`src/rtl/sine_osc_ctrl.sv`:
```
// Start/stop sequencer for an external 3-tap sine oscillator: flush, kick, paced run, sample capture.
// Optional watchdog restart (low amplitude or -128 lockup) when SINE_CTRL_WATCHDOG_EN is defined.
module sine_osc_ctrl #(
  parameter int                 DIV      = 1000,
  parameter logic signed [7:0]  KICK_AMP = 8'sd64,
  parameter int                 WD_MIN   = 4,
  parameter int                 WD_COUNT = 256
) (
  input  logic              clk,
  input  logic              reset,
  input  logic              start,
  input  logic              stop,
  input  logic signed [7:0] osc_out,
  output logic signed [7:0] osc_in,
  output logic              osc_step,
  output logic              busy,
  output logic signed [7:0] sample,
  output logic              sample_valid,
  output logic [7:0]        restarts
);

  localparam logic [1:0] IDLE  = 2'd0;
  localparam logic [1:0] FLUSH = 2'd1;
  localparam logic [1:0] KICK  = 2'd2;
  localparam logic [1:0] RUN   = 2'd3;

  logic [1:0]        state, state_n;
  logic [1:0]        flush_cnt, flush_n;
  logic [15:0]       div_cnt, div_n;
  logic              step_d1;
  logic              halt;
  logic              restart;
  logic              step_n;
  logic signed [7:0] in_n;

  assign busy = (state != IDLE);
  assign halt = (state != IDLE) && stop;

  // osc_step/osc_in are registered from the next state so they line up with the state they belong to.
  always_comb begin
    state_n = state;
    flush_n = flush_cnt;
    div_n   = div_cnt;
    case (state)
      IDLE:  if (start && !stop) begin
               state_n = FLUSH;
               flush_n = 2'd0;
             end
      FLUSH: if (flush_cnt == 2'd2) state_n = KICK;
             else                   flush_n = flush_cnt + 2'd1;
      KICK:  begin
               state_n = RUN;
               div_n   = 16'd0;
             end
      default: div_n = (div_cnt == 16'(DIV - 1)) ? 16'd0 : div_cnt + 16'd1;
    endcase
    if (restart) begin
      state_n = FLUSH;
      flush_n = 2'd0;
      div_n   = 16'd0;
    end
    if (halt) begin
      state_n = IDLE;
      div_n   = 16'd0;
    end
    step_n = (state_n == FLUSH) || (state_n == KICK) ||
             ((state_n == RUN) && (div_n == 16'(DIV - 1)));
    in_n   = (state_n == KICK) ? KICK_AMP : 8'sd0;
  end

  always_ff @(posedge clk) begin
    if (!reset) begin
      state        <= IDLE;
      flush_cnt    <= 2'd0;
      div_cnt      <= 16'd0;
      osc_step     <= 1'b0;
      osc_in       <= 8'sd0;
      step_d1      <= 1'b0;
      sample       <= 8'sd0;
      sample_valid <= 1'b0;
    end else begin
      state     <= state_n;
      flush_cnt <= flush_n;
      div_cnt   <= div_n;
      osc_step  <= step_n;
      osc_in    <= in_n;
      if (halt) begin
        step_d1      <= 1'b0;
        sample_valid <= 1'b0;
      end else begin
        step_d1      <= osc_step;
        sample_valid <= step_d1;
        if (step_d1) sample <= osc_out;
      end
    end
  end

`ifdef SINE_CTRL_WATCHDOG_EN
  localparam logic signed [7:0] WD_LIM = 8'(WD_MIN);
  logic [15:0] low_cnt, low_nxt;
  logic        cap_run, low_amp;
  logic [7:0]  restart_cnt;

  assign cap_run = (state == RUN) && step_d1 && !halt;
  assign low_amp = (osc_out < WD_LIM) && (osc_out > -WD_LIM);
  assign low_nxt = low_amp ? low_cnt + 16'd1 : 16'd0;
  assign restart = cap_run && ((low_nxt == 16'(WD_COUNT)) || (osc_out == -8'sd128));
  assign restarts = restart_cnt;

  always_ff @(posedge clk) begin
    if (!reset) begin
      low_cnt     <= 16'd0;
      restart_cnt <= 8'd0;
    end else if (restart) begin
      low_cnt <= 16'd0;
      if (restart_cnt != 8'hFF) restart_cnt <= restart_cnt + 8'd1;
    end else if (state != RUN) begin
      low_cnt <= 16'd0;
    end else if (cap_run) begin
      low_cnt <= low_nxt;
    end
  end
`else
  assign restart  = 1'b0;
  assign restarts = 8'd0;
`endif

endmodule

```
`config.mk`:
```
export PLATFORM = sky130hd
export DESIGN_NAME = sine_osc_ctrl
export DESIGN_NICKNAME = d
export VERILOG_FILES = /design/src/rtl/sine_osc_ctrl.sv
export SDC_FILE = /design/constraint.sdc
export NUM_CORES = 1
export LEC_CHECK = 0
export CORE_ASPECT_RATIO = 1.1
export CORE_MARGIN = 1
export CORE_UTILIZATION = 45
export DETAILED_ROUTE_END_ITERATION = 7
export PLACE_DENSITY = 0.67
export RECOVER_POWER = 100
export SLEW_MARGIN = 20
export SYNTH_ARGS = -nofsm -noshare
export SYNTH_HDL_FRONTEND = slang
export SYNTH_SLANG_ARGS = --single-unit
export TNS_END_PERCENT = 1
```
`constraint.sdc`:
```
create_clock -name clk -period 3.6 [get_ports clk]
set_clock_uncertainty 0.05 [all_clocks]
set_input_delay 0.72 -clock clk [delete_from_list [all_inputs] [get_ports clk]]
set_output_delay 0.72 -clock clk [all_outputs]
set_load 0.01 [all_outputs]
```
==> reports/metrics.yaml, run 1 <==
grt:
  grt_use_total: 0.2076
  grt_pass1_wl_um: 7590
  gr-total-overflow: 0
  grt_pass1_vias: 1611
  antenna_found_initial: 0
  grt_start_max_net_pins: 25
critical_path:
  worstSetupPathType: "reg2out"
  cp.arrival_ns: 1.98
  required_ns: 2.83
  path_max_fanout: 24
  critPathCaptureType: "output port"
  worstSetupStartpointType: "flop"
placement:
  portBuffers: 23
  gp_congestion: 0.8997
  dp_cells: 315
  dp_hpwl_um: 3198
cts:
  cts_max_path_buffers: 2
  cts_made_buffers: 5
  h-tree-depth: 2
  cts_sinks: 32
  cts_resized: 0
  hold_buffers: 0
  post_cts_buffers: 0
  clockRootBuffer: "clkbuf_8"
  cts_tree: "built"
  cts.clk_slew.worst_paths_ns: 0.07
  clk-insertion-delay-late_ns: 0.29
synth:
  synth_edf_count: 0
  yosysWarningCount: 0
  synth_top_cell_by_area: "dfxtp_1"
  syn_area_um2: 2011
  seq_area_frac_synth: 0.3186
  syn_avg_cell_area_um2: 7.916
  ys_async_sr_fraction: 0
  ys_seq_elements: 32
  syn_inst: 254
  ys_types: 55
  yosysTopAreaCellShare: 0.3186
  synthFlopType: "dfxtp_1"
  synth_area_leaders: "dfxtp_1, buf_4, nand2_1, nand3_1, a21boi_0"
sta:
  fmax_mhz: 363.5
  tightestPinTransition_ns: 0.7849
  finalMaxSlewViolations: 0
  hold_violations: 0
  rsz0062_at_grt: "no"
  relSlewSlack: 0.4760
  finalCriticalPeriod_ns: 2.751
  finalCritPeriodShare: 0.7642
  tns_ns: 0
  setup_violations: 0
die:
  core_um2: 4285
  fp.dieW_um: 65.74
  initial_core_util: 0.4692
  dieArea_um2: 4740
  rows: 25
  die_y_um: 72.11
  num_io_pins: 39
job:
  maxCapViolations: 0
routing:
  drc: 0
  drtPass1Iterations: 4
  drt-wirelength-per-cell_um: 14.11
  via_count: 1822
  vias_per_cell: 5.641
  final_antenna_net_count: 0
  drt_wl_total_um: 4559
  drt_iter0_markers: 122
hold_path:
  hold_path_class: "reg2reg"
finish:
  area_growth_pct: 13.44
  fin_nets: 285
  stdcell_count: 323
  antenna_cells: 0
  fill_cells: 394
  final_util: 0.5323
  layout_commonest_cell: "dfxtp_1"
  most-common-layout-cells: "dfxtp_1, nand2_1, nand3_1, conb_1"
  drive_above_1_share: 0.08178
pwr:
  p_clk_frac: 0.395
  peakVddDrop_uv: 280.3
  p_switching_mw: 0.1742
  p_leak_nw: 0.8233
  comb_power_share: 0.080
  switching_share: 0.2516
  internal_power_mw: 0.5181
  power.density_nw_per_um2: 303.5
  seqPwrFrac: 0.525
  total_power_mw: 0.6922
run_status:
  status: "finished, final reports clean"
==> critical path, cell delays in order, from the launching register on <==
cell and delay [ns]:
dfxtp_1 0.83, nor2_1 0.14, inv_1 0.11, dlygate4sd3_1 0.61
==> state kept, by name, indices dropped and copies added, names as in the netlist <==
signal        cells
osc_step          1
sample            8
flush_cnt         2
sample_valid      1
div_cnt          16
state             2
osc_in            1
step_d1           1
==> power by group through the flow <==
stage	registers [mW]	clock network [mW]	logic [mW]
floorplan	0.370	0	0.0448
global placement	0.372	0	0.0564
detailed placement	0.372	0	0.0568
CTS	0.364	0.282	0.0571
global route	0.364	0.299	0.0615
finish	0.364	0.273	0.0554
==> cells by family after synthesis <==
logic type | share of synthesized area
simple gates | 0.3168
fa+ha+maj | 0.03111
flops | 0.3186
compound gates | 0.2072
other cells | 0.001865
xor+xnor | 0.004357
mux | 0.01494
buf+inv | 0.1052
==> metal layers <==
metal,up-vias,track usage,part of all wire
met1,843,0.2814,0.47
met5,-,0,0
met4,0,0.1014,0.024
met2,57,0.3084,0.46
li1,912,-,-
met3,10,0.04560,0.049
==> worst paths after layout <==
kind	startpoint	cells past startpoint	slack [ns]	end
setup / recovery	state[1]	3	0.85	busy
hold / removal	sample[3]	2	0.41	sample[3]
hold reg to reg	sample[3]	2	0.41	sample[3]
setup reg to reg	div_cnt[0]	7	0.93	osc_step
==> metrics by stage <==
stage,instance area [um^2],setup WS [ns],hold WS [ns]
after floorplan,2063,1.304,0.4284
after CTS,2286,0.9144,0.4212
final,2281,0.8490,0.4107
after detailed placement,2198,0.7536,0.4092
after global routing,2281,0.7209,0.4337
after global placement,2198,0.8721,0.4012
==> cells in the mapped netlist, types with 2 or more instances <==
master and n:
o22ai_1 2, buf_2 3, nand2_1 28, o211ai_1 4, nor2b_1 11, and3_1 2, nor2_1 13, a31oi_1 2
nand3_1 16, nor3_1 9, and2_1 6, or3_1 2, a211oi_1 2, inv_1 7, a21oi_1 12, clkbuf_1 14
nand4_1 6, and4_1 2, buf_4 15, a211o_1 2, mux2i_1 3, o21ai_0 8, ha_1 5, a21boi_0 10
dfxtp_1 32, nor4_1 9
==> area by class of cell <==
type | instances | area (um^2) | area share
Tap cell | 54 | 67.56 | 0.02962
Timing Repair Buffer | 26 | 252.7 | 0.1108
Clock buffer | 5 | 68.82 | 0.03017
Sequential cell | 32 | 640.6 | 0.2809
Clock inverter | 3 | 18.77 | 0.008228
Multi-Input combinational cell | 196 | 1206 | 0.5288
Inverter | 7 | 26.28 | 0.01152
No activity file was read; power rests on OpenSTA's default activity.
==> run 2: changes to the inputs <==
--- a/config.mk
+++ b/config.mk
@@ -9,7 +9,7 @@
 export CORE_MARGIN = 1
 export CORE_UTILIZATION = 45
 export DETAILED_ROUTE_END_ITERATION = 7
-export PLACE_DENSITY = 0.67
+export PLACE_DENSITY = 0.7
 export RECOVER_POWER = 100
 export SLEW_MARGIN = 20
 export SYNTH_ARGS = -nofsm -noshare
==> constraint.sdc (replaced) <==
create_clock -name clk -period 2.4 [get_ports clk]
set_clock_uncertainty 0.05 [all_clocks]
set_input_delay 0.48 -clock clk [delete_from_list [all_inputs] [get_ports clk]]
set_output_delay 0.48 -clock clk [all_outputs]
set_load 0.01 [all_outputs]
==> reports/metrics.yaml, run 2 (synthesized netlist as in run 1, its figures left out) <==
finish:
  fill_cells: 380  # -3.6%
  layout_commonest_cell: "dfxtp_1"
  top_regs: "div_cnt x16, sample x8"
  largest_reg_flops: 16  # unchanged
  area_growth_pct: 24.83
  antenna_cells: 0  # unchanged
  multiInputGateArea_um2: 1226  # +1.7%
  seqCellArea_um2: 641.9  # +0.20%
  final_util: 0.5857  # +0.05343
  drive_above_1_share: 0.1695  # +0.08771
  fin_nets: 312  # +9.5%
  largest-register: "div_cnt"
  most-common-layout-cells: "dfxtp_1, nand2_1, buf_4, nand3_1, conb_1"
critical_path:
  required_ns: 2.55  # -0.28 ns
  r2r-start: "div_cnt[4]"
  max_stage_delay_ns: 0.54  # -0.29 ns
  rr_worst_depth: 6  # -1
  timing.reg2reg.setup_slack_ns: 0.08  # -0.85 ns
  crit_slowest_cell: "or3b_2"
  cp.arrival_ns: 2.48  # +0.50 ns
  worstPathCellList: "or3b_2, o41ai_4, nor2_2, a21o_1, a211o_1, o31ai_2"
  worstSetupPathType: "reg2reg"
  path_max_fanout: 5  # -79%
  r2r-end: "osc_step"
  worstSetupStartpointType: "flop"
  critPathCaptureType: "flop"
routing:
  drt_wl_total_um: 4793  # +5.1%
  drtPass1Iterations: 5  # +1
  drt_iter0_markers: 89  # -27%
  final_antenna_net_count: 0  # unchanged
  drc: 0  # unchanged
  vias_per_cell: 5.530  # -2.0%
  via_count: 1930  # +5.9%
  drt-wirelength-per-cell_um: 13.73  # -2.7%
die:
  rows: 25  # unchanged
  fp.dieW_um: 65.74  # unchanged
  die_y_um: 72.11  # unchanged
  initial_core_util: 0.4692  # unchanged
  core_um2: 4285  # unchanged
  num_io_pins: 39  # unchanged
  dieArea_um2: 4740  # unchanged
cts:
  clk-insertion-delay-late_ns: 0.29  # about the same
  cts_made_buffers: 5  # unchanged
  hold_buffers: 0  # unchanged
  cts_max_path_buffers: 2  # unchanged
  cts_tree: "built"
  h-tree-depth: 2  # unchanged
  cts.clk_slew.worst_paths_ns: 0.07  # about the same
  clockRootBuffer: "clkbuf_8"
  cts_sinks: 32  # unchanged
hold_path:
  holdCritStartpoint: "sample[5]"
  hold_path_class: "reg2reg"
  min_path_cells: 2  # unchanged
  hold_end: "sample[5]"
grt:
  antenna_found_initial: 0  # unchanged
  grt_pass1_vias: 1836  # +14%
  grt_use_total: 0.2243  # +0.01667
  gr-total-overflow: 0  # unchanged
  grt_start_max_net_pins: 19  # -24%
  grt_pass1_wl_um: 8169  # +7.6%
placement:
  portBuffers: 23  # unchanged
  dp_hpwl_um: 3514  # +9.9%
  dpl_worst_slack_ns: -0.08948  # -0.8430 ns
  gp_congestion: 0.8968  # -0.32%
sta:
  setup_violations: 0  # unchanged
  finalCriticalPeriod_ns: 2.325
  tns_ns: 0  # unchanged
  setup_slack_ns: 0.07516  # -0.7738 ns
  fmax_mhz: 430.1
  finalCritPeriodShare: 0.9687
  hold_violations: 0  # unchanged
  finalMaxSlewViolations: 0  # unchanged
pwr:
  p_leak_nw: 0.9700  # +18%
  total_power_mw: 1.088  # +57%
  peakVddDrop_uv: 318.5  # +14%
  power.density_nw_per_um2: 433.4  # +43%
job:
  maxCapViolations: 0  # unchanged
run_status:
  status: "finished, final reports clean"
==> run 2: worst max-delay path by stage <==
stage                      startpoint  endpoint  slack, ns  cells past startpoint
final                      div_cnt[4]  osc_step       0.08                      6
after global routing       div_cnt[5]  osc_step     -0.009                      6
after CTS                 div_cnt[12]  osc_step       0.04                      6
after detailed placement        start  osc_step      -0.09                     10
after global placement          start  osc_step      -0.04                     10
after floorplan              state[1]  osc_step       0.10                     10
==> run 2: timing repair <==
item | in CTS | in global routing
gates resized for setup | 0 | 3
setup endpoints to repair | 0 | 2
buffers inserted | 0 | 1
==> run 2: through the flow <==
| step | hold slack [ns] | cell area, um^2 | cells |
|---|---|---|---|
| floorplan | 0.4284 | 2063 | 268 |
| global placement | 0.4034 | 2394 | 341 |
| detailed placement | 0.4059 | 2394 | 341 |
| CTS | 0.4153 | 2490 | 348 |
| global route | 0.4436 | 2510 | 349 |
| finish | 0.4093 | 2510 | 349 |
==> run 2: final cells by class <==
class	count	area share
multi-input combinational	196	0.4885
inverter	7	0.01047
tap	54	0.02692
timing repair buffer	53	0.1800
sequential	32	0.2557
clock buffer	7	0.03838
==> run 2: where the power goes <==
part           switching [mW]  internal (mW)
registers             0.00479          0.538
clock network           0.194          0.255
logic                  0.0501         0.0457
==> run 2: metal layers <==
| metal | global-route usage | part of all wire | routed length (um) |
|---|---|---|---|
| met1 | 0.2748 | 0.44 | 2086 |
| met2 | 0.3594 | 0.47 | 2267 |
| met3 | 0.05189 | 0.065 | 310 |
| met4 | 0.1232 | 0.027 | 129 |
| met5 | 0 | 0 | 0 |
==> run 2: worst max-delay path, delay by kind of cell, from the launching register on <==
kind / cells / cell delay, ns
DFF: 1 / 0.31
and+or+nand+nor: 2 / 0.63
AOI/OAI and AO/OA: 4 / 1.25
